$ cat src/rtl/ctr_pr5_dec_pkg.sv
// Purpose: shared constants, FSM encoding and replica feedback for the 5-bit pseudo-random count decoder.
// Latency: n/a (package only).
// Backpressure: n/a.
package ctr_pr5_dec_pkg;

   // Feedback LUT of the pseudo-random counter, indexed by {h[1], r[4], r[1], r[0]}.
   localparam logic [15:0] PR5_LUT = 16'hC34B;
   localparam int          CW      = 5;   // count word width
   localparam int          HW      = 2;   // history width

   typedef enum logic [1:0] {
      ST_IDLE   = 2'd0,
      ST_SEARCH = 2'd1,
      ST_REPORT = 2'd2
   } state_t;

   // Next shift-in bit of the counter for the given state and history.
   function automatic logic pr5_fb(input logic [CW-1:0] r, input logic [HW-1:0] h);
      return PR5_LUT[{h[1], r[4], r[1], r[0]}];
   endfunction

endpackage

$ cat src/rtl/ctr_pr5_dec_if.sv
// Purpose: request/result bundle of the decoder (start/code in, busy/done/found/value out).
// Latency: n/a (wires only).
// Backpressure: none; start is only accepted while the decoder is idle (busy=0).
interface ctr_pr5_dec_if
   import ctr_pr5_dec_pkg::*;
#(
   parameter int VW = 6
) ();

   logic          start;
   logic [CW-1:0] code;
   logic          busy;
   logic          done;
   logic          found;
   logic [VW-1:0] value;

   modport master (output start, code, input busy, done, found, value);
   modport slave  (input start, code, output busy, done, found, value);

endinterface

$ cat src/rtl/ctr_pr5_ref.sv
// Purpose: replica of the 5-bit pseudo-random counter (state r, history h).
// Latency: r updates one clk after clr/step.  Ports: clk, rst_n, clr, step in; r out.
// Backpressure: none; clr has priority over step.
module ctr_pr5_ref
   import ctr_pr5_dec_pkg::*;
(
   input  logic          clk,
   input  logic          rst_n,
   input  logic          clr,
   input  logic          step,
   output logic [CW-1:0] r
);

   logic [HW-1:0] h;

   always_ff @(posedge clk or negedge rst_n) begin
      if (!rst_n) begin
         r <= '0;
         h <= '0;
      end else if (clr) begin
         r <= '0;
         h <= '0;
      end else if (step) begin
         r <= {r[CW-2:0], pr5_fb(r, h)};
         h <= {h[0], r[CW-1]};
      end
   end

endmodule

$ cat src/rtl/ctr_pr5_dec.sv
// Purpose: decode a pseudo-random count word back to its step index by replaying the counter.
// Latency: start sampled at edge T, match at step k -> done in the cycle after edge T+k+2.
// Backpressure: start/code ignored while busy; ports clk, rst_n and bus (start, code, busy, done, found, value).
module ctr_pr5_dec
   import ctr_pr5_dec_pkg::*;
#(
   parameter int MAX_STEPS = 32,
   parameter int VW        = 6     // must satisfy 2**VW > MAX_STEPS
) (
   input  logic            clk,
   input  logic            rst_n,
   ctr_pr5_dec_if.slave    bus
);

   // Assert asynchronously, release synchronously to clk.
   logic [1:0] rst_pipe;
   logic       rst_i_n;

   always_ff @(posedge clk or negedge rst_n) begin
      if (!rst_n) rst_pipe <= '0;
      else        rst_pipe <= {rst_pipe[0], 1'b1};
   end
   assign rst_i_n = rst_pipe[1];

   state_t        state_q, state_d;
   logic [CW-1:0] code_q;
   logic [VW-1:0] k_q;
   logic [CW-1:0] r;
   logic          ref_clr, ref_step, load, hit, miss;
   logic          res_found_q;
   logic [VW-1:0] res_value_q;
   logic          done_q, found_q;
   logic [VW-1:0] value_q;

   ctr_pr5_ref u_ref (
      .clk   (clk),
      .rst_n (rst_i_n),
      .clr   (ref_clr),
      .step  (ref_step),
      .r     (r)
   );

   always_ff @(posedge clk or negedge rst_i_n) begin
      if (!rst_i_n) state_q <= ST_IDLE;
      else          state_q <= state_d;
   end

   // Match is tested before the step limit so a hit on the last position still counts.
   always_comb begin
      state_d  = state_q;
      ref_clr  = 1'b0;
      ref_step = 1'b0;
      load     = 1'b0;
      hit      = 1'b0;
      miss     = 1'b0;
      case (state_q)
         ST_IDLE: begin
            if (bus.start) begin
               load    = 1'b1;
               ref_clr = 1'b1;
               state_d = ST_SEARCH;
            end
         end
         ST_SEARCH: begin
            if (r == code_q) begin
               hit     = 1'b1;
               state_d = ST_REPORT;
            end else if (k_q == VW'(MAX_STEPS - 1)) begin
               miss    = 1'b1;
               state_d = ST_REPORT;
            end else begin
               ref_step = 1'b1;
            end
         end
         ST_REPORT: state_d = ST_IDLE;
         default:   state_d = ST_IDLE;
      endcase
   end

   always_ff @(posedge clk or negedge rst_i_n) begin
      if (!rst_i_n) begin
         code_q      <= '0;
         k_q         <= '0;
         res_found_q <= 1'b0;
         res_value_q <= '0;
         done_q      <= 1'b0;
         found_q     <= 1'b0;
         value_q     <= '0;
      end else begin
         if (load)          code_q <= bus.code;
         if (load)          k_q    <= '0;
         else if (ref_step) k_q    <= k_q + 1'b1;

         if (hit) begin
            res_found_q <= 1'b1;
            res_value_q <= k_q;
         end else if (miss) begin
            res_found_q <= 1'b0;
            res_value_q <= '1;
         end

         // Result is published on the way out of REPORT and held until the next one.
         done_q <= (state_q == ST_REPORT);
         if (state_q == ST_REPORT) begin
            found_q <= res_found_q;
            value_q <= res_value_q;
         end
      end
   end

   assign bus.busy  = (state_q != ST_IDLE);
   assign bus.done  = done_q;
   assign bus.found = found_q;
   assign bus.value = value_q;

endmodule
$ cat src/flat_wrapper.sv
// flat-port wrapper written by rule: the top's interface ports become plain ports
module ctr_pr5_dec_flat import ctr_pr5_dec_pkg::*;
#(
   parameter int MAX_STEPS = 32,
   parameter int VW        = 6                                      
)
  (clk, rst_n, bus_start, bus_code, bus_busy, bus_done, bus_found, bus_value);
  ctr_pr5_dec_if #(.VW(VW)) bus_i ();
  input  logic clk;
  input  logic rst_n;
  input wire logic [$bits(bus_i.start)-1:0] bus_start;
  input wire logic [$bits(bus_i.code)-1:0] bus_code;
  output wire logic [$bits(bus_i.busy)-1:0] bus_busy;
  output wire logic [$bits(bus_i.done)-1:0] bus_done;
  output wire logic [$bits(bus_i.found)-1:0] bus_found;
  output wire logic [$bits(bus_i.value)-1:0] bus_value;
  assign bus_i.start = bus_start;
  assign bus_i.code = bus_code;
  assign bus_busy = bus_i.busy;
  assign bus_done = bus_i.done;
  assign bus_found = bus_i.found;
  assign bus_value = bus_i.value;
  ctr_pr5_dec #(.MAX_STEPS(MAX_STEPS), .VW(VW)) u_core (.clk(clk), .rst_n(rst_n), .bus(bus_i));
endmodule
$ cat config.mk
export PLATFORM = sky130hd
export DESIGN_NAME = ctr_pr5_dec_flat
export DESIGN_NICKNAME = d
export VERILOG_FILES = /design/src/rtl/ctr_pr5_dec_pkg.sv /design/src/rtl/ctr_pr5_dec_if.sv /design/src/rtl/ctr_pr5_ref.sv /design/src/rtl/ctr_pr5_dec.sv /design/src/flat_wrapper.sv
export SDC_FILE = /design/constraint.sdc
export NUM_CORES = 1
export LEC_CHECK = 0
export CAP_MARGIN = 0
export CORE_MARGIN = 2
export CORE_UTILIZATION = 54
export CTS_CLUSTER_DIAMETER = 120
export DETAILED_ROUTE_END_ITERATION = 6
export HOLD_SLACK_MARGIN = 0.15
export PLACE_DENSITY_LB_ADDON = 0.05
export SETUP_SLACK_MARGIN = 0.15
export SYNTH_ARGS = -nofsm -noshare
export SYNTH_HDL_FRONTEND = slang
export SYNTH_SLANG_ARGS = --single-unit
export TNS_END_PERCENT = 30
$ cat constraint.sdc
create_clock -name clk -period 1.6 [get_ports clk]
set_input_delay 0.32 -clock clk [delete_from_list [all_inputs] [get_ports clk]]
set_output_delay 0.32 -clock clk [all_outputs]
set_load 0.005 [all_outputs]
==> flow_metrics.env, run 1 <==
export IMPL_report_final_slew_viol_count=0
export IMPL_vdd_drop_max_uv=1720
export IMPL_postSynth_asyncResetShare=1.00
export IMPL_start_kind="register"
export IMPL_synth_nets=152
export IMPL_grt_setup_unrepaired="true"
export IMPL_setup_viol=0
export IMPL_ys_seq_elements=37
export IMPL_drt_first_pass_iters=4
export IMPL_dpl_instance_area_um2=1820
export IMPL_cts_tree="built"
export IMPL_crit_family="buffers and inverters"
export IMPL_ioPinCount=17
export IMPL_clock_latency_ns=0.35
export IMPL_num_vias=1134
export IMPL_syn_inst=142
export IMPL_syn_area_um2=1560
export IMPL_htreeDepth=2
export IMPL_rows=19
export IMPL_area_delta_synth_final_pct=33.0
export IMPL_diodes=0
export IMPL_hold_viol=0
export IMPL_io_buffers=16
export IMPL_cp_slowest_cell="clkdlybuf4s50_1"
export IMPL_ys_flop_type="dfrtp_1"
export IMPL_yosys_warnings=0
export IMPL_synth_edf_count=0
export IMPL_grt_max_degree=36
export IMPL_drtIter0Drc=18
export IMPL_dieArea_um2=3340
export IMPL_nets=191
export IMPL_start_util=0.567
export IMPL_max_clock_freq_mhz=654
export IMPL_cts_root_buf="clkbuf_4"
export IMPL_drive_gt1_frac=0.297
export IMPL_hp_class="reg2async"
export IMPL_stdcell_area_um2=2080
export IMPL_worst_path_buf_inv=1
export IMPL_place_congestion=0.789
export IMPL_grt_usage=0.202
export IMPL_core_um2=2760
export IMPL_cts_buffers=5
export IMPL_clock_skew_ns=0.00862
export IMPL_period_share=0.956
export IMPL_synth_top_area_frac=0.592
export IMPL_status="finished, final reports clean"
export IMPL_yosysSeqAreaShare=0.592
export IMPL_grt_pass1_wl_um=4980
export IMPL_end_kind="output pin"
export IMPL_cp_cell_sequence="clkdlybuf4s50_1"
export IMPL_synthDistinctLibCells=33
export IMPL_drt_wirelength_per_cell_um=14.6
export IMPL_die_w_um=57.8
export IMPL_clock_path_buffers=2
export IMPL_yosysTopAreaCell="dfrtp_1"
export IMPL_cap_violations=0
export IMPL_grt_pass1_vias=1139
export IMPL_routed_wl_um=3110
export IMPL_place_hpwl_um=1960
export IMPL_cp_max_fo=2
export IMPL_grt_antenna_before_repair=0
export IMPL_netlist_top_cells_area="dfrtp_1, nand2_1, mux2_2, o22a_1, xor2_1"
export IMPL_whs_ns=0.278
export IMPL_via_per_inst=5.32
export IMPL_crit_arrival_ns=1.21
export IMPL_overflow=0
export IMPL_crit_required_ns=1.28
export IMPL_clkSlewWorstSetupHoldPaths_ns=0.12
export IMPL_syn_area_per_cell_um2=11.0
export IMPL_fin_crit_ns=1.53
export IMPL_p_per_area_nw_per_um2=2120
export IMPL_ant_nets=0
export IMPL_p_leak_nw=1.01
export IMPL_worst_slack_ns=0.0712
export IMPL_route_detailed_drc=0
export IMPL_max_stage_delay_ns=0.50
export IMPL_path_class="reg2out"
export IMPL_clock_sinks=37
export IMPL_pre_cts_ws_ns=-0.0210
export IMPL_fp_dieH_um=57.8
## repair_timing
item | CTS | global route
endpoints found under the hold margin | 2 | 0
pin swaps | 4 | 5
hold buffers | 1 | 0
setup buffers | 6 | 3
resized for setup | 7 | 14
endpoints found under the setup margin | 24 | 31
gates cloned | 0 | 1
## logic make-up after synthesis
| kind of cell | count (synthesis) | share of synthesized area |
|---|---|---|
| and+or+nand+nor | 53 | 0.154 |
| DFF | 37 | 0.592 |
| AOI/OAI and AO/OA | 23 | 0.106 |
| buffers and inverters | 11 | 0.0320 |
| muxes | 10 | 0.0696 |
| xor gates and xnor gates | 5 | 0.0280 |
| adders and majority gates | 2 | 0.0160 |
| other | 1 | 0.00240 |
## cells in the mapped netlist, types with 2 or more instances
cell / number
dfrtp_1: 37
nand2_1: 37
mux2_2: 7
o21ai_0: 7
o22a_1: 6
inv_1: 5
xor2_1: 5
clkbuf_1: 4
mux2i_1: 3
nand2b_1: 3
a21oi_1: 2
ha_1: 2
nand4_1: 2
nor2_1: 2
nor2b_1: 2
## power breakdown
part | total, mW | internal [mW] | switching [mW]
clock | 0.800 | 0.484 | 0.317
sequential | 1.54 | 1.31 | 0.233
combinational | 2.07 | 1.10 | 0.972
total | 4.42 | 2.90 | 1.52
## worst paths after layout
| kind | cells after the start | slack [ns] | from | end |
|---|---|---|---|---|
| worst max register to register | 6 | 0.08 | u_core.code_q[1] | u_core.res_value_q[5] |
| worst max-delay path | 1 | 0.07 | u_core.bus.value[1] | bus_value[1] |
| min in group clk | 0 | 0.36 | u_core.rst_pipe[0] | u_core.rst_pipe[1] |
| max in group asynchronous | 2 | 0.82 | rst_n | u_core.rst_pipe[1] |
| worst min-delay path | 1 | 0.28 | u_core.rst_pipe[1] | u_core.u_ref.r[3] |
| worst min register to register | 1 | 0.28 | u_core.rst_pipe[1] | u_core.u_ref.r[3] |
## final cells by class
class	count	area (µm²)
inverter	5	18.8
multi-input combinational	94	656
fill	206	677
sequential	37	926
clock inverter	3	65.1
clock buffer	5	37.5
timing repair buffer	38	339
tap	31	38.8
## state kept, by name (all words and copies together) (netlist names)
signal              flops
u_core.rst_pipe         2
u_core.bus.value        6
u_core.bus.found        1
u_core.k_q              6
u_core.state_q          2
u_core.code_q           5
u_core.u_ref.h          2
u_core.bus.done         1
u_core.res_found_q      1
u_core.u_ref.r          5
u_core.res_value_q      6
## cell usage in the layout, fill, tap and decap left out, types with 2 or more instances in the layout
cell type	count
bufinv_16	2
mux2i_1	3
o21ai_2	2
o22a_1	6
nand2_1	35
clkbuf_4	5
nand2_2	2
or2_4	2
mux2_2	7
inv_1	5
o21ai_0	6
xor2_1	5
nand4_1	2
a21oi_1	2
nor2_2	2
dfrtp_1	37
clkdlybuf4s50_1	14
nor2b_1	2
buf_4	17
nand2b_1	2
buf_6	3
## metal layers
layer / routed length (µm) / GRT usage / vias up
met5: 0 / 0 / -
met1: 1310 / 0.236 / 542
met4: 126 / 0.130 / 0
met3: 105 / 0.0402 / 15
li1: - / - / 552
met2: 1570 / 0.338 / 25
## metrics by stage
step | power, mW | instances | util | setup TNS, ns
CTS | 4.16 | 209 | 0.723 | 0
global route | 4.72 | 213 | 0.755 | -0.0397
detailed placement | 3.13 | 194 | 0.660 | -0.0210
finish | 4.42 | 213 | 0.755 | 0
floorplan | 2.56 | 142 | - | 0
global placement | 3.03 | 194 | 0.660 | 0
(Power assumes the default switching activity.)
==> run 2: changes to the inputs <==
- CORE_UTILIZATION: 54 -> 52
- CTS_BUF_LIST: not set -> sky130_fd_sc_hd__clkbuf_2
- clock period: 1.6 -> 1.4 ns (I/O delays scaled with it)
==> run 2 against run 1 <==
Compared with the run above: the run now ends with DRC, setup timing left; setup slack got worse by 0.21 ns; hold slack lost 0.012 ns; die area up 3.6%; sequential power rose by 16%; wire length is essentially flat; global-route usage is 0.16 points higher; largest cell class unchanged; highest routed layer unchanged.
==> flow_metrics.env, run 2 (synthesis results as in run 1) <==
export IMPL_status="complete, but fails checks"
export IMPL_violations="DRC, setup timing"
export IMPL_routed_wl_um=3110
export IMPL_vdd_drop_max_uv=1460
export IMPL_ant_nets=0
export IMPL_fp_dieH_um=58.8
export IMPL_grt_setup_unrepaired="true"
export IMPL_fin_crit_ns=1.54
export IMPL_period_share=1.10
export IMPL_worst_slack_ns=-0.137
export IMPL_htreeDepth=2
export IMPL_dpl_instance_area_um2=1910
export IMPL_cts_tree="built"
export IMPL_final_common_cell="dfrtp_1"
export IMPL_via_per_inst=5.35
export IMPL_sw_frac_of_total=0.370
export IMPL_hp_class="reg2async"
export IMPL_clock_path_buffers=2
export IMPL_place_inst=205
export IMPL_grt_max_degree=36
export IMPL_core_um2=2810
export IMPL_max_clock_freq_mhz=651
export IMPL_multi_input_area_um2=694
export IMPL_place_congestion=0.749
export IMPL_drive_gt1_frac=0.404
export IMPL_switching_power_mw=1.87
export IMPL_cap_violations=0
export IMPL_cts_root_buf="clkbuf_2"
export IMPL_path_class="reg2reg"
export IMPL_clkSlewWorstSetupHoldPaths_ns=0.21
export IMPL_overflow=0
export IMPL_setup_tns_ns=-1.84
export IMPL_utilization=0.757
export IMPL_clock_latency_ns=0.41
export IMPL_io_buffers=16
export IMPL_hold_viol=0
export IMPL_diodes=0
export IMPL_p_per_area_nw_per_um2=2390
export IMPL_p_leak_nw=1.06
export IMPL_nets=197
export IMPL_place_hpwl_um=2000
export IMPL_combPwrFrac=0.513
export IMPL_cp_max_fo=6
export IMPL_mostFrequentLayoutCells="dfrtp_1, nand2_1, buf_4"
export IMPL_num_vias=1171
export IMPL_crit_required_ns=1.71
export IMPL_power_share_clock=0.136
export IMPL_route_detailed_drc=1
export IMPL_register_area_um2=926
export IMPL_end_kind="register"
export IMPL_die_w_um=58.8
export IMPL_grt_pass1_wl_um=5180
export IMPL_stdcell_area_um2=2120
export IMPL_grt_antenna_before_repair=0
export IMPL_grt_usage=0.203
export IMPL_cts_buffers=5
export IMPL_start_util=0.558
export IMPL_drtIter0Drc=40
export IMPL_final_cell_count_no_fill=219
export IMPL_report_final_slew_viol_count=0
export IMPL_power_internal_mw=3.20
export IMPL_clock_sinks=37
export IMPL_drt_wirelength_per_cell_um=14.2
export IMPL_dieArea_um2=3460
export IMPL_drt_first_pass_iters=6
export IMPL_start_kind="register"
export IMPL_area_delta_synth_final_pct=35.8
export IMPL_setup_viol=20
export IMPL_ioPinCount=17
export IMPL_clock_skew_ns=0.0237
export IMPL_rows=19
export IMPL_pwr_share_seq=0.351
export IMPL_crit_arrival_ns=1.85
export IMPL_fillCellCount=196
export IMPL_grt_pass1_vias=1164
-- run 2: cell count changes in the layout (fill, tap and decap cells not counted), sizes merged --
cell           change
buf               +14
clkdlybuf4s50      -7
bufinv             -1
clkbuf             +1
clkdlybuf4s15      -1
clkinvlp           +1
dlymetal6s2s       -1
-- run 2: worst max-delay path, stage by stage, from the launching register on --
cell	delay, ns
dfrtp_1	0.45
buf_6	0.12
nand2b_4	0.13
a31oi_1	0.13
a21boi_2	0.23
buf_6	0.14
nand4_1	0.09
mux2i_1	0.13
-- run 2: per-layer routing --
metal	GRT usage	routed length, µm	vias up
li1	-	-	570
met1	0.281	1490	572
met2	0.297	1430	20
met3	0.0659	118	9
met4	0.0844	66	0
met5	0	0	-
-- run 2: final cells by class --
cell class / count / area share
multi-input combinational: 94 / 0.327
sequential: 37 / 0.436
clock inverter: 3 / 0.0218
tap: 31 / 0.0183
timing repair buffer: 44 / 0.176
clock buffer: 5 / 0.0118
inverter: 5 / 0.00884
-- run 2: power groups by stage --
stage	logic [mW]	registers [mW]	clock network (mW)
global route	2.85	1.82	0.734
finish	2.60	1.78	0.690
CTS	2.32	1.76	0.707
global placement	1.94	1.77	0
detailed placement	2.01	1.78	0
floorplan	1.15	1.78	0
-- run 2: path summary, 6_finish.rpt --
kind / slack, ns / start / endpoint / cells after the start
setup / recovery: -0.14 / u_core.state_q[1] / u_core.k_q[4] / 7
hold / removal: 0.27 / u_core.rst_pipe[1] / u_core.k_q[0] / 1
setup reg to reg: -0.14 / u_core.state_q[1] / u_core.k_q[4] / 7
hold reg to reg: 0.27 / u_core.rst_pipe[1] / u_core.k_q[0] / 1
max in group asynchronous: 0.74 / rst_n / u_core.rst_pipe[0] / 2
min in group clk: 0.38 / u_core.rst_pipe[0] / u_core.rst_pipe[1] / 0
-- run 2: repair_timing --
item,in CTS,in global routing
setup buffers,5,0
pin swaps,8,3
endpoints found under the setup margin,31,38
gates resized for setup,59,19
hold buffers,1,0
hold endpoints to repair,2,0
-- run 2: metrics by stage --
step,worst slack (ns),hold slack [ns],total power [mW]
floorplan,-0.0763,-0.0156,2.93
global placement,-0.106,0.282,3.70
detailed placement,-0.127,0.285,3.79
CTS,-0.148,0.276,4.78
global route,-0.231,0.306,5.40
finish,-0.137,0.266,5.07
==> run 3: changes to the inputs <==
- MAX_ROUTING_LAYER: not set -> met4
- SLEW_MARGIN: not set -> 20
==> run 3 against run 2 <==
Compared with the run above: the flow still finishes with violations (DRC, setup timing); count of clock-buffer cells in the layout stayed put; flip-flop and latch count stayed put; utilization is the same; cell count unchanged; hold slack got worse by 0.0019 ns; clock power about the same; sequential power is essentially flat; wire length about the same; die area did not move; non-clock buffer count stayed put; critical path type unchanged; largest power group unchanged.
==> flow_metrics.env, run 3 (synthesis results as in run 1) <==
export IMPL_status="complete, but fails checks"
export IMPL_violations="DRC, setup timing"
export IMPL_grt_pass1_wl_um=5160
export IMPL_dpl_instance_area_um2=1910
export IMPL_drt_first_pass_iters=6
export IMPL_grtUsageMet3=0.0659
export IMPL_htreeDepth=2
export IMPL_io_buffers=16
export IMPL_grt_setup_unrepaired="true"
export IMPL_num_vias=1171
export IMPL_drive_gt1_frac=0.404
export IMPL_ant_nets=0
export IMPL_cts_buffers=5
export IMPL_routed_wl_um=3110
export IMPL_ioPinCount=17
export IMPL_clock_sinks=37
export IMPL_grt_pass1_vias=1172
export IMPL_route_detailed_drc=1
export IMPL_max_clock_freq_mhz=651
export IMPL_clock_skew_ns=0.0253
export IMPL_p_per_area_nw_per_um2=2380
export IMPL_use_met2=0.297
export IMPL_crit_required_ns=1.71
export IMPL_report_final_slew_viol_count=0
export IMPL_clock_path_buffers=2
export IMPL_diodes=0
export IMPL_crit_arrival_ns=1.84
export IMPL_stdcell_area_um2=2120
export IMPL_fin_crit_ns=1.54
export IMPL_area_delta_synth_final_pct=35.8
export IMPL_grtUsageMet1=0.279
export IMPL_path_class="reg2reg"
export IMPL_core_um2=2810
export IMPL_hp_class="reg2async"
export IMPL_cts_tree="built"
export IMPL_drt_wirelength_per_cell_um=14.2
export IMPL_start_util=0.558
export IMPL_whs_ns=0.265
export IMPL_setup_viol=21
export IMPL_cp_max_fo=6
export IMPL_period_share=1.10
export IMPL_multi_input_area_um2=694
export IMPL_cap_violations=0
export IMPL_register_area_um2=926
export IMPL_die_w_um=58.8
export IMPL_via_per_inst=5.35
export IMPL_reg2reg_slack_ns=-0.14
export IMPL_rows=19
export IMPL_vdd_drop_max_uv=1450
export IMPL_grt_usage=0.209
export IMPL_cts_root_buf="clkbuf_2"
export IMPL_clkSlewWorstSetupHoldPaths_ns=0.22
export IMPL_p_leak_nw=1.06
export IMPL_overflow=0
export IMPL_hold_viol=0
export IMPL_dieArea_um2=3460
export IMPL_fillCellCount=196
export IMPL_worst_slack_ns=-0.137
export IMPL_nets=197
export IMPL_pre_cts_ws_ns=-0.127
export IMPL_drtIter0Drc=41
export IMPL_final_common_cell="dfrtp_1"
export IMPL_busiest_layer="met2"
export IMPL_fp_dieH_um=58.8
export IMPL_grt_max_degree=36
export IMPL_place_congestion=0.759
export IMPL_end_kind="register"
export IMPL_grt_antenna_before_repair=0
export IMPL_place_hpwl_um=2000
export IMPL_mostFrequentLayoutCells="dfrtp_1, nand2_1, buf_4"
export IMPL_clock_latency_ns=0.41
export IMPL_start_kind="register"
==> run 3: cell counts in the layout (fill, tap and decap cells not counted) <==
No cell type changed its count.
==> run 3: final timing paths <==
kind / from / end / cells past startpoint
worst max-delay path: u_core.state_q[1] / u_core.k_q[4] / 7
worst min-delay path: u_core.rst_pipe[1] / u_core.k_q[0] / 1
worst max register to register: u_core.state_q[1] / u_core.k_q[4] / 7
worst min register to register: u_core.rst_pipe[1] / u_core.k_q[0] / 1
max in group asynchronous: rst_n / u_core.rst_pipe[0] / 2
min in group clk: u_core.rst_pipe[0] / u_core.rst_pipe[1] / 0
==> run 3: power by group <==
part | internal [mW] | leakage [nW] | switching [mW]
Clock | 0.304 | 0.0392 | 0.386
Sequential | 1.50 | 0.464 | 0.281
Combinational | 1.40 | 0.555 | 1.20
==> run 3: repair_timing <==
item / CTS / global route
gates resized for setup: 59 / 19
buffers inserted: 5 / 0
pin swaps: 8 / 3
hold buffers: 1 / 0
endpoints found under the hold margin: 2 / 0
endpoints found under the setup margin: 31 / 38
==> run 3: cell type report <==
| type | count | area share |
|---|---|---|
| clock inverters | 3 | 0.0218 |
| clock buffers | 5 | 0.0118 |
| repair buffers | 44 | 0.176 |
| multi-input cells | 94 | 0.327 |
| well taps | 31 | 0.0183 |
| inverters | 5 | 0.00884 |
| flip-flops and latches | 37 | 0.436 |
==> run 3: layer usage <==
layer	routed length [µm]	up-vias
met1	1480	574
met5	0	-
met4	64	0
met3	121	8
li1	-	569
met2	1440	20
==> run 3: worst max-delay path, cell delays in order (launching register included) <==
cell and delay [ns]:
dfrtp_1 0.45, buf_6 0.12, nand2b_4 0.13, a31oi_1 0.13
a21boi_2 0.23, buf_6 0.14, nand4_1 0.09, mux2i_1 0.13
==> run 3: metrics by stage <==
stage                     power (mW)  std cells   util  TNS [ns]
after floorplan                 2.93        142      -    -0.718
after global placement          3.70        205  0.682    -0.952
after detailed placement        3.79        205  0.682     -1.47
after CTS                       4.78        219  0.736     -1.71
after global routing            5.40        219  0.757     -3.05
final                           5.06        219  0.757     -1.81
